### src/rtl/eth_tx_pkg.sv
// Shared types and default constants for the Ethernet TX framer.
// Latency: n/a (package only).
// Backpressure: n/a (package only).
//
// Contents: framer state enum, header word count, default MAC/ethertype
// constants, payload length limits and the payload word-counter width.
package eth_tx_pkg;

  typedef enum logic [2:0] {
    IDLE,
    HDR,
    PAYLOAD,
    PAD,
    DROP
  } state_t;

  // Header is DST(6) + SRC(6) + ethertype(2) + sequence(2) = 16 bytes = 4 words.
  localparam int HDR_WORDS = 4;

  localparam logic [47:0] DEF_DST_MAC   = 48'hFFFF_FFFF_FFFF;
  localparam logic [47:0] DEF_SRC_MAC   = 48'h00_1A_2B_3C_4D_5E;
  localparam logic [15:0] DEF_ETHERTYPE = 16'h88B5;

  // (1500-2)/4 rounded down, and (60-16)/4.
  localparam int DEF_MAX_PL_WORDS = 374;
  localparam int DEF_MIN_PL_WORDS = 11;

  // Wide enough to count up to MAX_PL_WORDS.
  localparam int CNT_W = 9;

endpackage

### src/rtl/eth_tx_framer.sv
// Wraps 32-bit payload packets in a 16-byte Ethernet header, zero-pads short frames, truncates long ones.
// Latency: header words are generated locally; payload words pass through combinationally (zero cycles).
// Backpressure: i_tx_rdy low stalls header/pad words and, during payload, drops o_pl_rdy on the same cycle.
//
// Ports:
//   clk, reset                         clock and asynchronous active-high reset
//   i_pl_data/vld/sop/eop, o_pl_rdy    payload stream in (byte 0 in [31:24])
//   o_tx_data/vld/sop/eop/mod, i_tx_rdy MAC FIFO TX interface (ff_tx_*)
//   o_frm_cnt, o_trunc_cnt, o_pad_cnt  statistics, present only with ETH_TX_STATS_EN defined
//
// Build option: define ETH_TX_STATS_EN to add the frame / truncation / padding counters.
module eth_tx_framer
  import eth_tx_pkg::*;
#(
  parameter logic [47:0] DST_MAC      = DEF_DST_MAC,
  parameter logic [47:0] SRC_MAC      = DEF_SRC_MAC,
  parameter logic [15:0] ETHERTYPE    = DEF_ETHERTYPE,
  parameter int          MAX_PL_WORDS = DEF_MAX_PL_WORDS,
  parameter int          MIN_PL_WORDS = DEF_MIN_PL_WORDS
) (
  input  logic        clk,
  input  logic        reset,
  input  logic [31:0] i_pl_data,
  input  logic        i_pl_vld,
  input  logic        i_pl_sop,
  input  logic        i_pl_eop,
  output logic        o_pl_rdy,
  output logic [31:0] o_tx_data,
  output logic        o_tx_vld,
  output logic        o_tx_sop,
  output logic        o_tx_eop,
  output logic [1:0]  o_tx_mod,
  input  logic        i_tx_rdy
`ifdef ETH_TX_STATS_EN
  ,
  output logic [31:0] o_frm_cnt,
  output logic [15:0] o_trunc_cnt,
  output logic [15:0] o_pad_cnt
`endif
);

  localparam logic [CNT_W-1:0] MAX_CNT = CNT_W'(MAX_PL_WORDS);
  localparam logic [CNT_W-1:0] MIN_CNT = CNT_W'(MIN_PL_WORDS);
  localparam logic [1:0]       H_LAST  = 2'(HDR_WORDS - 1);

  state_t           state_q, state_d;
  logic [1:0]       h_q, h_d;
  logic [CNT_W-1:0] cnt_q, cnt_d;
  logic [CNT_W-1:0] cnt_inc;
  logic [15:0]      seq_q, seq_d;
  logic             frame_done;

  // Every word is a full 4 bytes.
  assign o_tx_mod = 2'd0;

  // Count as it will be once the word on offer is transferred.
  assign cnt_inc = cnt_q + 1'b1;

  always_ff @(posedge clk or posedge reset) begin
    if (reset) begin
      state_q <= IDLE;
      h_q     <= '0;
      cnt_q   <= '0;
      seq_q   <= '0;
    end else begin
      state_q <= state_d;
      h_q     <= h_d;
      cnt_q   <= cnt_d;
      seq_q   <= seq_d;
    end
  end

  always_comb begin
    state_d    = state_q;
    h_d        = h_q;
    cnt_d      = cnt_q;
    seq_d      = seq_q;
    frame_done = 1'b0;
    o_tx_data  = '0;
    o_tx_vld   = 1'b0;
    o_tx_sop   = 1'b0;
    o_tx_eop   = 1'b0;
    o_pl_rdy   = 1'b0;

    case (state_q)
      IDLE: begin
        // Strays without sop are swallowed; a sop word is left on the bus
        // until the header has gone out.
        o_pl_rdy = i_pl_vld & ~i_pl_sop;
        if (i_pl_vld && i_pl_sop) begin
          state_d = HDR;
          h_d     = '0;
        end
      end

      HDR: begin
        o_tx_vld = 1'b1;
        o_tx_sop = (h_q == 2'd0);
        case (h_q)
          2'd0:    o_tx_data = DST_MAC[47:16];
          2'd1:    o_tx_data = {DST_MAC[15:0], SRC_MAC[47:32]};
          2'd2:    o_tx_data = SRC_MAC[31:0];
          default: o_tx_data = {ETHERTYPE, seq_q};
        endcase
        if (i_tx_rdy) begin
          h_d = h_q + 2'd1;
          if (h_q == H_LAST) begin
            state_d = PAYLOAD;
            cnt_d   = '0;
          end
        end
      end

      PAYLOAD: begin
        // Straight pass-through; sop on an in-frame word has no meaning here.
        o_tx_data = i_pl_data;
        o_tx_vld  = i_pl_vld;
        o_pl_rdy  = i_tx_rdy;
        if (i_pl_eop) begin
          o_tx_eop = (cnt_inc >= MIN_CNT);
        end else begin
          o_tx_eop = (cnt_inc == MAX_CNT);
        end
        if (i_pl_vld && i_tx_rdy) begin
          cnt_d = cnt_inc;
          if (i_pl_eop) begin
            if (cnt_inc >= MIN_CNT) begin
              frame_done = 1'b1;
              state_d    = IDLE;
            end else begin
              state_d = PAD;
            end
          end else if (cnt_inc == MAX_CNT) begin
            // Frame closes here; the rest of the packet is discarded.
            frame_done = 1'b1;
            state_d    = DROP;
          end
        end
      end

      PAD: begin
        o_tx_vld = 1'b1;
        o_tx_eop = (cnt_inc == MIN_CNT);
        if (i_tx_rdy) begin
          cnt_d = cnt_inc;
          if (cnt_inc == MIN_CNT) begin
            frame_done = 1'b1;
            state_d    = IDLE;
          end
        end
      end

      DROP: begin
        o_pl_rdy = 1'b1;
        if (i_pl_vld && i_pl_eop) begin
          state_d = IDLE;
        end
      end

      default: begin
        state_d = IDLE;
      end
    endcase

    if (frame_done) begin
      seq_d = seq_q + 16'd1;
    end
  end

`ifdef ETH_TX_STATS_EN
  logic enter_pad;
  logic enter_drop;

  assign enter_pad  = (state_q != PAD)  && (state_d == PAD);
  assign enter_drop = (state_q != DROP) && (state_d == DROP);

  always_ff @(posedge clk or posedge reset) begin
    if (reset) begin
      o_frm_cnt   <= '0;
      o_trunc_cnt <= '0;
      o_pad_cnt   <= '0;
    end else begin
      if (frame_done) begin
        o_frm_cnt <= o_frm_cnt + 32'd1;
      end
      if (enter_drop && (o_trunc_cnt != 16'hFFFF)) begin
        o_trunc_cnt <= o_trunc_cnt + 16'd1;
      end
      if (enter_pad && (o_pad_cnt != 16'hFFFF)) begin
        o_pad_cnt <= o_pad_cnt + 16'd1;
      end
    end
  end
`endif

endmodule

### config.mk
export PLATFORM = sky130hd
export DESIGN_NAME = eth_tx_framer
export DESIGN_NICKNAME = d
export VERILOG_FILES = /design/src/rtl/eth_tx_pkg.sv /design/src/rtl/eth_tx_framer.sv
export SDC_FILE = /design/constraint.sdc
export NUM_CORES = 1
export LEC_CHECK = 0
export BUFFER_PORTS_ARGS = -buffer_cell sky130_fd_sc_hd__buf_4
export CAP_MARGIN = 20
export CORE_MARGIN = 2
export CORE_UTILIZATION = 37
export CTS_CLUSTER_SIZE = 24
export DETAILED_ROUTE_END_ITERATION = 12
export GPL_ROUTABILITY_DRIVEN = 0
export PLACE_DENSITY_LB_ADDON = 0.12
export SYNTH_ARGS = -nofsm -noshare
export SYNTH_HDL_FRONTEND = slang
export SYNTH_SLANG_ARGS = --single-unit
### constraint.sdc
create_clock -name clk -period 2.81 [get_ports clk]
set_input_delay 0.1405 -clock clk [delete_from_list [all_inputs] [get_ports clk]]
set_output_delay 0.1405 -clock clk [all_outputs]
set_load 0.01 [all_outputs]
==> out/metrics.yaml, run 1 <==
seqPwrFrac_pct: 23.6
min_from: "i_tx_rdy"
post-route-util_pct: 49.8
wl_per_cell_um: 13.5
hold_violations: 0
drv_cap: 0
synthArstFlopShare_pct: 100
synth_top_area_share_pct: 31.9
cpPeakStageDelay_ps: 430
p_comb_share_pct: 62.8
clk_path_buf_depth: 2
hp-class: "primary input to flop"
start_kind: "flop"
num_antenna_cells: 0
routed_via_density: 5.21
drv_slew: 0
grt_pass1_vias: 2087
clockRootBuffer: "clkbuf_8"
antenna_found_initial: 0
internal_power_mw: 1.47
die_x_um: 83.7
ys.warnings.count: 0
run_status: "complete, no violations"
synth_edf_count: 0
powerDensity_nw_per_um2: 833
place_hpwl_um: 4450
io_buffers: 73
setup.worst_path.end_class: "output pin"
critPathKind: "flop to output pin"
power.leakage_nw: 1.50
netlist_area_um2: 2350
grt_pass1_wl_um: 10000
synth_seq_cells: 30
fin_area_um2: 3110
pin_count: 76
worst_slack_ps: 160
period_needed_ps: 2650
dieArea_um2: 7000
whs_ps: 303
cts_inserted_buffers: 5
crit_path_cell_trace: "ha_1 > and3_2 > a311oi_2 > a211oi_2 > a211o_1 > and3_1 > a31o_2 > buf_4"
dominantRegCellSynth: "dfrtp_1"
row_count: 29
core_area_um2: 6240
seq_area_frac_synth_pct: 31.9
firstDrtPassIters: 5
grt_setup_unrepaired: "no"
path_max_fanout: 6
fin_skew_ps: 5.49
setup_viol_count_final: 0
synth_cells: 292
setup_tns_ps: 0
grt_max_degree: 36
via_count: 2303
clkLatencyLatePin_ps: 270
grt-ovfl-total: 0
synth.largest_area_cell: "dfrtp_1"
syn2layout_area_growth_pct: 32.3
startpoint: "cnt_q[1]"
routed_wl_um: 5960
max_freq_mhz: 377
drtIter0Drc: 104
dpl_cell_area_um2: 2990
cp_num_buf_inv: 1
drive_gt1_share_pct: 30.4
clock_sinks: 30
synth_area_leaders: "dfrtp_1 (32%), o21ai_0 (7.7%), nand2_1 (7.0%), xor2_1 (4.8%), ha_1 (4.3%)"
die_h_um: 83.7
start_util_pct: 37.7
swShare_pct: 43.2
synth.distinct_cells: 55
r2r_start: "cnt_q[1]"
pre_cts_ws_ps: 201
cts_tree: "built"
ir_worst_vdd_mv: 0.450
clk_pin_slew_ps: 60
required_ps: 2670
p_switching_mw: 1.12
clockPowerShare_pct: 13.6
syn_avg_cell_area_um2: 8.05
cp_slowest_cell: "dfrtp_1"
cts.htree.levels: 2
arrival_ps: 2510
grt_use_total_pct: 17.2
finalCritPeriodShare_pct: 94.3
drc: 0
final_nets: 410
antenna_left: 0
crit_family: "compound AO/OA/AOI/OAI gates"
layout by cell type (no fill, tap or decap), drive strengths merged, types with 5 or more instances in the layout:
master	Yosys	routed
o21ai	37	37
xor2	13	13
a21oi	18	18
nand3	10	10
inv	11	11
clkbuf	11	7
xnor2	6	6
dfrtp	30	30
nand2	44	44
nor2	18	18
nor3	6	6
a21o	11	11
o31ai	5	5
buf	7	81
ha	8	8
nor2b	6	6
worst min-delay path: cells and delay by family:
family	cells	cell delay, ps
buffers and inverters	1	140
AO/OA/AOI/OAI	2	260
power by group through the flow:
stage          combinational, mW  sequential [mW]  clock [mW]
3_3_place_gp                1.63            0.619           0
3_5_place_dp                1.63            0.620           0
6_report                    1.63            0.612       0.351
5_1_grt                     1.82            0.630       0.387
2_1_floorplan              0.942            0.605           0
4_1_cts                     1.64            0.613       0.364
layer usage:
| metal | track usage, % | part of all wire, % |
|---|---|---|
| met1 | 23.3 | 47 |
| met2 | 28.0 | 46 |
| met3 | 4.35 | 6.5 |
| met4 | 3.08 | 0.50 |
| met5 | 0 | 0 |
stage by stage:
stage          power [mW]  instances
2_1_floorplan        1.55        293
3_3_place_gp         2.25        433
6_report             2.59        442
4_1_cts              2.62        442
3_5_place_dp         2.25        433
5_1_grt              2.83        442
logic make-up (layout without fill, tap and decap cells):
logic type | count (synthesis) | after routing | share of synthesized area (%)
AOI/OAI and AO/OA | 89 | 89 | 24.1
adders and majority gates | 8 | 8 | 4.26
other | 1 | 2 | 0.160
DFF | 30 | 30 | 31.9
and+or+nand+nor | 115 | 115 | 26.6
buffers and inverters | 29 | 101 | 5.43
xor gates and xnor gates | 19 | 19 | 7.08
muxes | 1 | 1 | 0.479
timing repair:
action / CTS / global route
hold buffers: 1 / 0
endpoints found under the setup margin: 0 / 5
hold endpoints to repair: 30 / 0
setup buffers: 0 / 0
gates resized for setup: 0 / 4
state kept, by name, indices dropped and copies added, names as in the netlist:
| name | count |
|---|---|
| seq_q | 16 |
| cnt_q | 9 |
| state_q | 3 |
| h_q | 2 |
cell usage after synthesis, types with 2 or more instances:
cell / number
o21ai_0: 36
nand4_1: 4
nand3_1: 10
a211o_1: 2
a21oi_1: 18
nor4b_2: 3
dfrtp_1: 30
xnor2_1: 6
a211oi_1: 3
a21o_1: 11
and3_1: 3
o31ai_1: 4
nor2_1: 18
nand2_1: 44
xor2_1: 13
clkbuf_1: 11
or2_2: 2
ha_1: 8
buf_2: 3
inv_1: 11
nor3b_1: 3
a22o_1: 2
nand2b_1: 4
nor2b_1: 6
nor3_2: 5
buf_4: 2
nor4_1: 2
cell type report:
| class | instances | area [um2] |
|---|---|---|
| clock buffer | 7 | 86.3 |
| clock inverter | 1 | 5.00 |
| fill | 599 | 3130 |
| inverter | 11 | 41.3 |
| multi-input combinational | 234 | 1500 |
| sequential | 30 | 751 |
| tap | 77 | 96.3 |
| timing repair buffer | 82 | 631 |
final timing paths:
| check | endpoint | slack, ps | depth (start not counted) |
|---|---|---|---|
| hold / removal | h_q[0] | 300 | 3 |
| setup reg to reg | seq_q[13] | 240 | 9 |
| setup / recovery | o_tx_eop | 160 | 8 |
| hold reg to reg | seq_q[15] | 490 | 1 |
| max in group asynchronous | seq_q[2] | 2020 | 4 |
| min in group asynchronous | seq_q[8] | 510 | 4 |
No activity file was read; power rests on OpenSTA's default activity.
==> inputs of run 2 (changes only) <==
--- a/config.mk
+++ b/config.mk
@@ -7,11 +7,13 @@
 export LEC_CHECK = 0
 export BUFFER_PORTS_ARGS = -buffer_cell sky130_fd_sc_hd__buf_4
 export CAP_MARGIN = 20
+export CELL_PAD_IN_SITES_DETAIL_PLACEMENT = 1
+export CELL_PAD_IN_SITES_GLOBAL_PLACEMENT = 1
 export CORE_MARGIN = 2
 export CORE_UTILIZATION = 37
+export CTS_CLUSTER_DIAMETER = 150
 export CTS_CLUSTER_SIZE = 24
 export DETAILED_ROUTE_END_ITERATION = 12
-export GPL_ROUTABILITY_DRIVEN = 0
 export PLACE_DENSITY_LB_ADDON = 0.12
 export SYNTH_ARGS = -nofsm -noshare
 export SYNTH_HDL_FRONTEND = slang
==> out/metrics.yaml, run 2 (synthesized netlist as in run 1, its figures left out) <==
finalCritPeriodShare_pct: 95.5  # +1.2 points
setup_viol_count_final: 0  # unchanged
drive_gt1_share_pct: 31.0  # +0.55 points
syn2layout_area_growth_pct: 32.7
clock_sinks: 30  # unchanged
powerDensity_nw_per_um2: 847  # +1.6%
arrival_ps: 2540  # +30 ps
drc: 0  # unchanged
drv_cap: 0  # unchanged
seqPwrFrac_pct: 23.5  # about the same
tightest_slew_ps: 621
post_cts.repair.setup_buffers: 0  # unchanged
gp_congestion: 0.865
antenna_left: 0  # unchanged
row_count: 29  # unchanged
r2r_cells: 9  # unchanged
routed_via_density: 5.26  # +1.0%
start_util_pct: 37.7  # unchanged
p_switching_mw: 1.16  # +3.9%
die_h_um: 83.7  # unchanged
clockPowerShare_pct: 13.6  # about the same
routed_wl_um: 6860  # +15%
swShare_pct: 44.1  # +0.84 points
period_needed_ps: 2680  # +34.1 ps
cts_inserted_buffers: 5  # unchanged
final_nets: 410  # unchanged
clk_pin_slew_ps: 60  # about the same
core_area_um2: 6240  # unchanged
die_x_um: 83.7  # unchanged
final_cells: 442  # unchanged
io_buffers: 73  # unchanged
grt_use_total_pct: 20.3  # +3.2 points
dpl.cell_count: 432  # -0.23%
max_freq_mhz: 373  # -1.3%
critPathKind: "flop to output pin"
setup.worst_path.end_class: "output pin"
start_kind: "flop"
largest_register_ffs: 16  # unchanged
place_hpwl_um: 5310  # +19%
via_count: 2326  # +1.0%
pin_count: 76  # unchanged
post-route-util_pct: 50.0  # +0.16 points
clkLatencyLatePin_ps: 280  # about the same
rr_endpoint: "seq_q[9]"
clockRootBuffer: "clkbuf_8"
crit_path_cell_trace: "ha_2 > nand3_1 > nor4_2 > a211oi_2 > a211o_1 > and3_1 > a31o_2 > buf_4"
cts.htree.levels: 2  # unchanged
hold_violations: 0  # unchanged
drtIter0Drc: 76  # -27%
hold_path_depth: 3  # unchanged
grt_pass1_vias: 2347  # +12%
r2r_start: "cnt_q[1]"
grt_max_degree: 36  # unchanged
startpoint: "cnt_q[1]"
nFillCells: 787  # +31%
r2r_slack_ps: 200  # -40 ps
internal_power_mw: 1.48  # +0.42%
grt_pass1_wl_um: 11700  # +16%
worstSetupEndpoint: "o_tx_eop"
power.leakage_nw: 1.50  # about the same
dieArea_um2: 7000  # unchanged
cp_slowest_cell: "dfrtp_1"
clk_path_buf_depth: 2  # unchanged
reg_top3: "seq_q: 16 flops, cnt_q: 9 flops, state_q: 3 flops"
num_antenna_cells: 0  # unchanged
regMostFlops: "seq_q"
layout_commonest_cell: "buf_4"
layout_common_cells: "buf_4 (80), nand2_1 (44), o21ai_0 (36), dfrtp_1 (30), a21oi_1 (18)"
max-slew-margin-rel_pct: 58.6
p_comb_share_pct: 62.9  # about the same
antenna_found_initial: 0  # unchanged
run_status: "complete, no violations"
cts_tree: "built"
hp-class: "primary input to flop"
required_ps: 2670  # about the same
cpPeakStageDelay_ps: 430  # about the same
ir_worst_vdd_mv: 0.427  # -5.0%
firstDrtPassIters: 4  # -1
fin_skew_ps: 9.07  # +3.58 ps
grt-ovfl-total: 0  # unchanged
wl_per_cell_um: 15.5  # +15%
drv_slew: 0  # unchanged
path_max_fanout: 6  # unchanged
-- run 2: through the flow --
step,setup TNS (ps),power (mW),cell area [um2],setup slack [ps],hold WS [ps]
2_1_floorplan,0,1.55,2350,289,231
3_3_place_gp,0,2.26,2980,239,251
3_5_place_dp,0,2.29,2980,52.7,261
4_1_cts,0,2.67,3080,36.2,299
5_1_grt,-46.5,2.90,3120,-46.5,300
6_report,0,2.64,3120,126,271
-- run 2: how the worst min path moves through the flow --
stage / from / end / slack [ps]
floorplan: reset / cnt_q[0] / 230
global placement: reset / seq_q[6] / 250
detailed placement: reset / seq_q[8] / 260
CTS: i_tx_rdy / h_q[0] / 300
global route: i_tx_rdy / cnt_q[3] / 300
finish: i_tx_rdy / cnt_q[3] / 270
-- run 2: repair_timing --
| item | 4_1_cts | 5_1_grt |
|---|---|---|
| gates resized for setup | 0 | 6 |
| hold buffers | 1 | 0 |
| endpoints found under the hold margin | 30 | 0 |
| endpoints found under the setup margin | 0 | 9 |
-- run 2: power by group through the flow --
stage	sequential [mW]	clock (mW)	combinational [mW]
final	0.620	0.360	1.66
after global routing	0.635	0.399	1.87
after CTS	0.618	0.373	1.68
after detailed placement	0.627	0	1.67
after global placement	0.620	0	1.64
after floorplan	0.605	0	0.942
-- run 2: cell type report --
cell class / count / area [um2] / share of cell area, %
flip-flops and latches: 30 / 751 / 24.1
inverters: 11 / 41.3 / 1.32
well taps: 77 / 96.3 / 3.09
clock inverters: 1 / 5.00 / 0.161
multi-input cells: 234 / 1510 / 48.4
repair buffers: 82 / 631 / 20.2
clock buffers: 7 / 86.3 / 2.77
-- run 2: per-layer routing --
layer	track usage, %	routed length [um]
met1	27.3	3100
met2	33.4	3330
met3	4.55	372
met4	4.84	70
met5	0	0
-- run 2: worst max-delay path: cells and delay by family, from the launching register on --
| family | cells | cell delay [ps] |
|---|---|---|
| buffers and inverters | 1 | 140 |
| DFF | 1 | 430 |
| adders and majority gates | 1 | 270 |
| and+or+nand+nor | 3 | 750 |
| AOI/OAI and AO/OA | 3 | 670 |
==> inputs of run 3 (changes only) <==
--- a/config.mk
+++ b/config.mk
@@ -10,7 +10,7 @@
 export CELL_PAD_IN_SITES_DETAIL_PLACEMENT = 1
 export CELL_PAD_IN_SITES_GLOBAL_PLACEMENT = 1
 export CORE_MARGIN = 2
-export CORE_UTILIZATION = 37
+export CORE_UTILIZATION = 33
 export CTS_CLUSTER_DIAMETER = 150
 export CTS_CLUSTER_SIZE = 24
 export DETAILED_ROUTE_END_ITERATION = 12
==> constraint.sdc (replaced) <==
create_clock -name clk -period 2.2 [get_ports clk]
set_input_delay 0.11 -clock clk [delete_from_list [all_inputs] [get_ports clk]]
set_output_delay 0.11 -clock clk [all_outputs]
set_load 0.01 [all_outputs]
==> out/metrics.yaml, run 3 (synthesized netlist as in run 1, its figures left out) <==
final_cells: 504  # +14%
worst_slack_ps: -346  # -472 ps
path_max_fanout: 8  # +2
grt_max_degree: 35  # -2.8%
run_status: "complete, but fails checks"
reg_top3: "seq_q: 16 flops, cnt_q: 9 flops, state_q: 3 flops"
drc: 0  # unchanged
grt-ovfl-total: 0  # unchanged
setup_tns_ps: -3990  # -3990 ps
violations: "setup timing"
clk_path_buf_depth: 2  # unchanged
cp_num_buf_inv: 2  # +1
max-slew-margin-rel_pct: 60.4  # +1.8 points
drtIter0Drc: 97  # +28%
row_count: 30  # +3.4%
dieArea_um2: 7810  # +12%
ir_worst_vdd_mv: 0.674  # +58%
pin_count: 76  # unchanged
hp-class: "primary input to flop"
clk_pin_slew_ps: 70  # about the same
period_needed_ps: 2550
cts_tree: "built"
cpPeakStageDelay_ps: 450  # +20 ps
setup.worst_path.end_class: "flop"
crit_path_cell_trace: "ha_4 > xnor2_2 > buf_4 > nor3b_2 > nand4_1 > o31ai_4 > a31oi_4 > buf_12 > nor4b_4 > xor2_1"
start_kind: "flop"
powerDensity_nw_per_um2: 1030  # +22%
dpl_cell_area_um2: 3250  # +9.2%
final_nets: 453  # +10%
clockRootBuffer: "clkbuf_8"
finalCritPeriodShare_pct: 116
met1_length_um: 3510  # +13%
grt_setup_unrepaired: "yes"
io_buffers: 73  # unchanged
routed_wl_um: 8670  # +26%
clock_sinks: 30  # unchanged
crit_family: "simple AND/OR/NAND/NOR gates"
drv_cap: 0  # unchanged
drv_slew: 0  # unchanged
nFillCells: 820  # +4.2%
dpl.cell_count: 480  # +11%
cts_inserted_buffers: 5  # unchanged
antenna_left: 0  # unchanged
clkLatencyLatePin_ps: 290  # about the same
grt_pass1_vias: 2671  # +14%
layout_common_cells: "buf_4 (113), nand2_1 (44), o21ai_0 (34), dfrtp_1 (28), a21oi_1 (17)"
routed_via_density: 5.09  # -3.2%
num_antenna_cells: 0  # unchanged
r2r_slack_ps: -350  # -550 ps
wl_met3_um: 481  # +29%
fin_area_um2: 3800  # +22%
layout_commonest_cell: "buf_4"
largest_register_ffs: 16  # unchanged
via_count: 2567  # +10%
wl_met2_um: 4480  # +35%
gp_congestion: 0.823  # -4.9%
seq_area_um2: 753  # +0.33%
hold_violations: 0  # unchanged
wl_per_cell_um: 17.2  # +11%
grt_use_total_pct: 21.9  # +1.5 points
die_x_um: 88.4  # +5.6%
cts.htree.levels: 2  # unchanged
start_util_pct: 34.4  # -3.3 points
arrival_ps: 2770  # +230 ps
multi_input_area_um2: 1790  # +19%
cp_slowest_cell: "dfrtp_2"
setup_viol_count_final: 18  # +18
top_layer_used: "met4"
max_freq_mhz: 393
pre_cts_ws_ps: -231  # -284 ps
antenna_found_initial: 0  # unchanged
syn2layout_area_growth_pct: 61.7
firstDrtPassIters: 4  # unchanged
power.leakage_nw: 1.93  # +29%
critPathKind: "flop to flop"
die_h_um: 88.4  # +5.6%
tightest_slew_ps: 592  # -28.6 ps
fin_skew_ps: 5.47  # -3.60 ps
core_area_um2: 6830  # +9.5%
drive_gt1_share_pct: 45.8  # +15 points
place_hpwl_um: 5490  # +3.2%
grt_pass1_wl_um: 13300  # +14%
required_ps: 2420  # -250 ps
p_total_mw: 3.93  # +49%
regMostFlops: "seq_q"
-- run 3: changes by cell type in the layout (fill, tap and decap cells not counted), sizes merged --
cell      previous run  this run
clkinvlp             0         1
buf                 81       124
clkbuf               7         6
-- run 3: worst paths after layout --
| check | from | end | depth (start not counted) |
|---|---|---|---|
| setup reg to reg | cnt_q[0] | seq_q[9] | 10 |
| max in group asynchronous | reset | cnt_q[0] | 4 |
| hold / removal | i_tx_rdy | h_q[0] | 3 |
| hold reg to reg | seq_q[15] | seq_q[15] | 1 |
| setup / recovery | cnt_q[0] | seq_q[9] | 10 |
| min in group asynchronous | reset | seq_q[7] | 4 |
-- run 3: repair_timing --
action / in CTS / in global routing
hold buffers: 1 / 0
setup endpoints to repair: 18 / 23
resized for setup: 38 / 25
buffers inserted: 10 / 6
endpoints found under the hold margin: 30 / 0
gates cloned: 1 / 0
pin swaps: 15 / 24
-- run 3: layout make-up --
class	count	area share, %
inverters	11	1.09
repair buffers	125	26.3
clock inverters	2	0.329
multi-input cells	234	47.1
flip-flops and latches	30	19.8
well taps	96	3.16
clock buffers	6	2.17
-- run 3: metal layers --
layer  track usage [%]  up-vias
li1                  -     1246
met2              41.5       70
met4              8.13        0
met5                 0        -
met1              24.1     1233
met3              3.92       18
-- run 3: report_power, final --
part	internal (mW)	switching, mW
Clock	0.251	0.234
Combinational	1.30	1.34
Sequential	0.656	0.149
Total	2.21	1.72
-- run 3: worst reg2reg max path, delay by kind of cell, from the launching register on --
family | cells | cell delay (ps)
XOR/XNOR | 2 | 300
adder cells (fa/ha/maj) | 1 | 200
buffers and inverters | 2 | 320
AO/OA/AOI/OAI | 2 | 450
flip-flops | 1 | 450
AND/OR/NAND/NOR | 3 | 750
-- run 3: metrics by stage --
stage | hold WS, ps | util, %
2_1_floorplan | 201 | -
3_3_place_gp | 227 | 47.6
3_5_place_dp | 235 | 47.6
4_1_cts | 255 | 53.7
5_1_grt | 275 | 55.6
6_report | 261 | 55.6
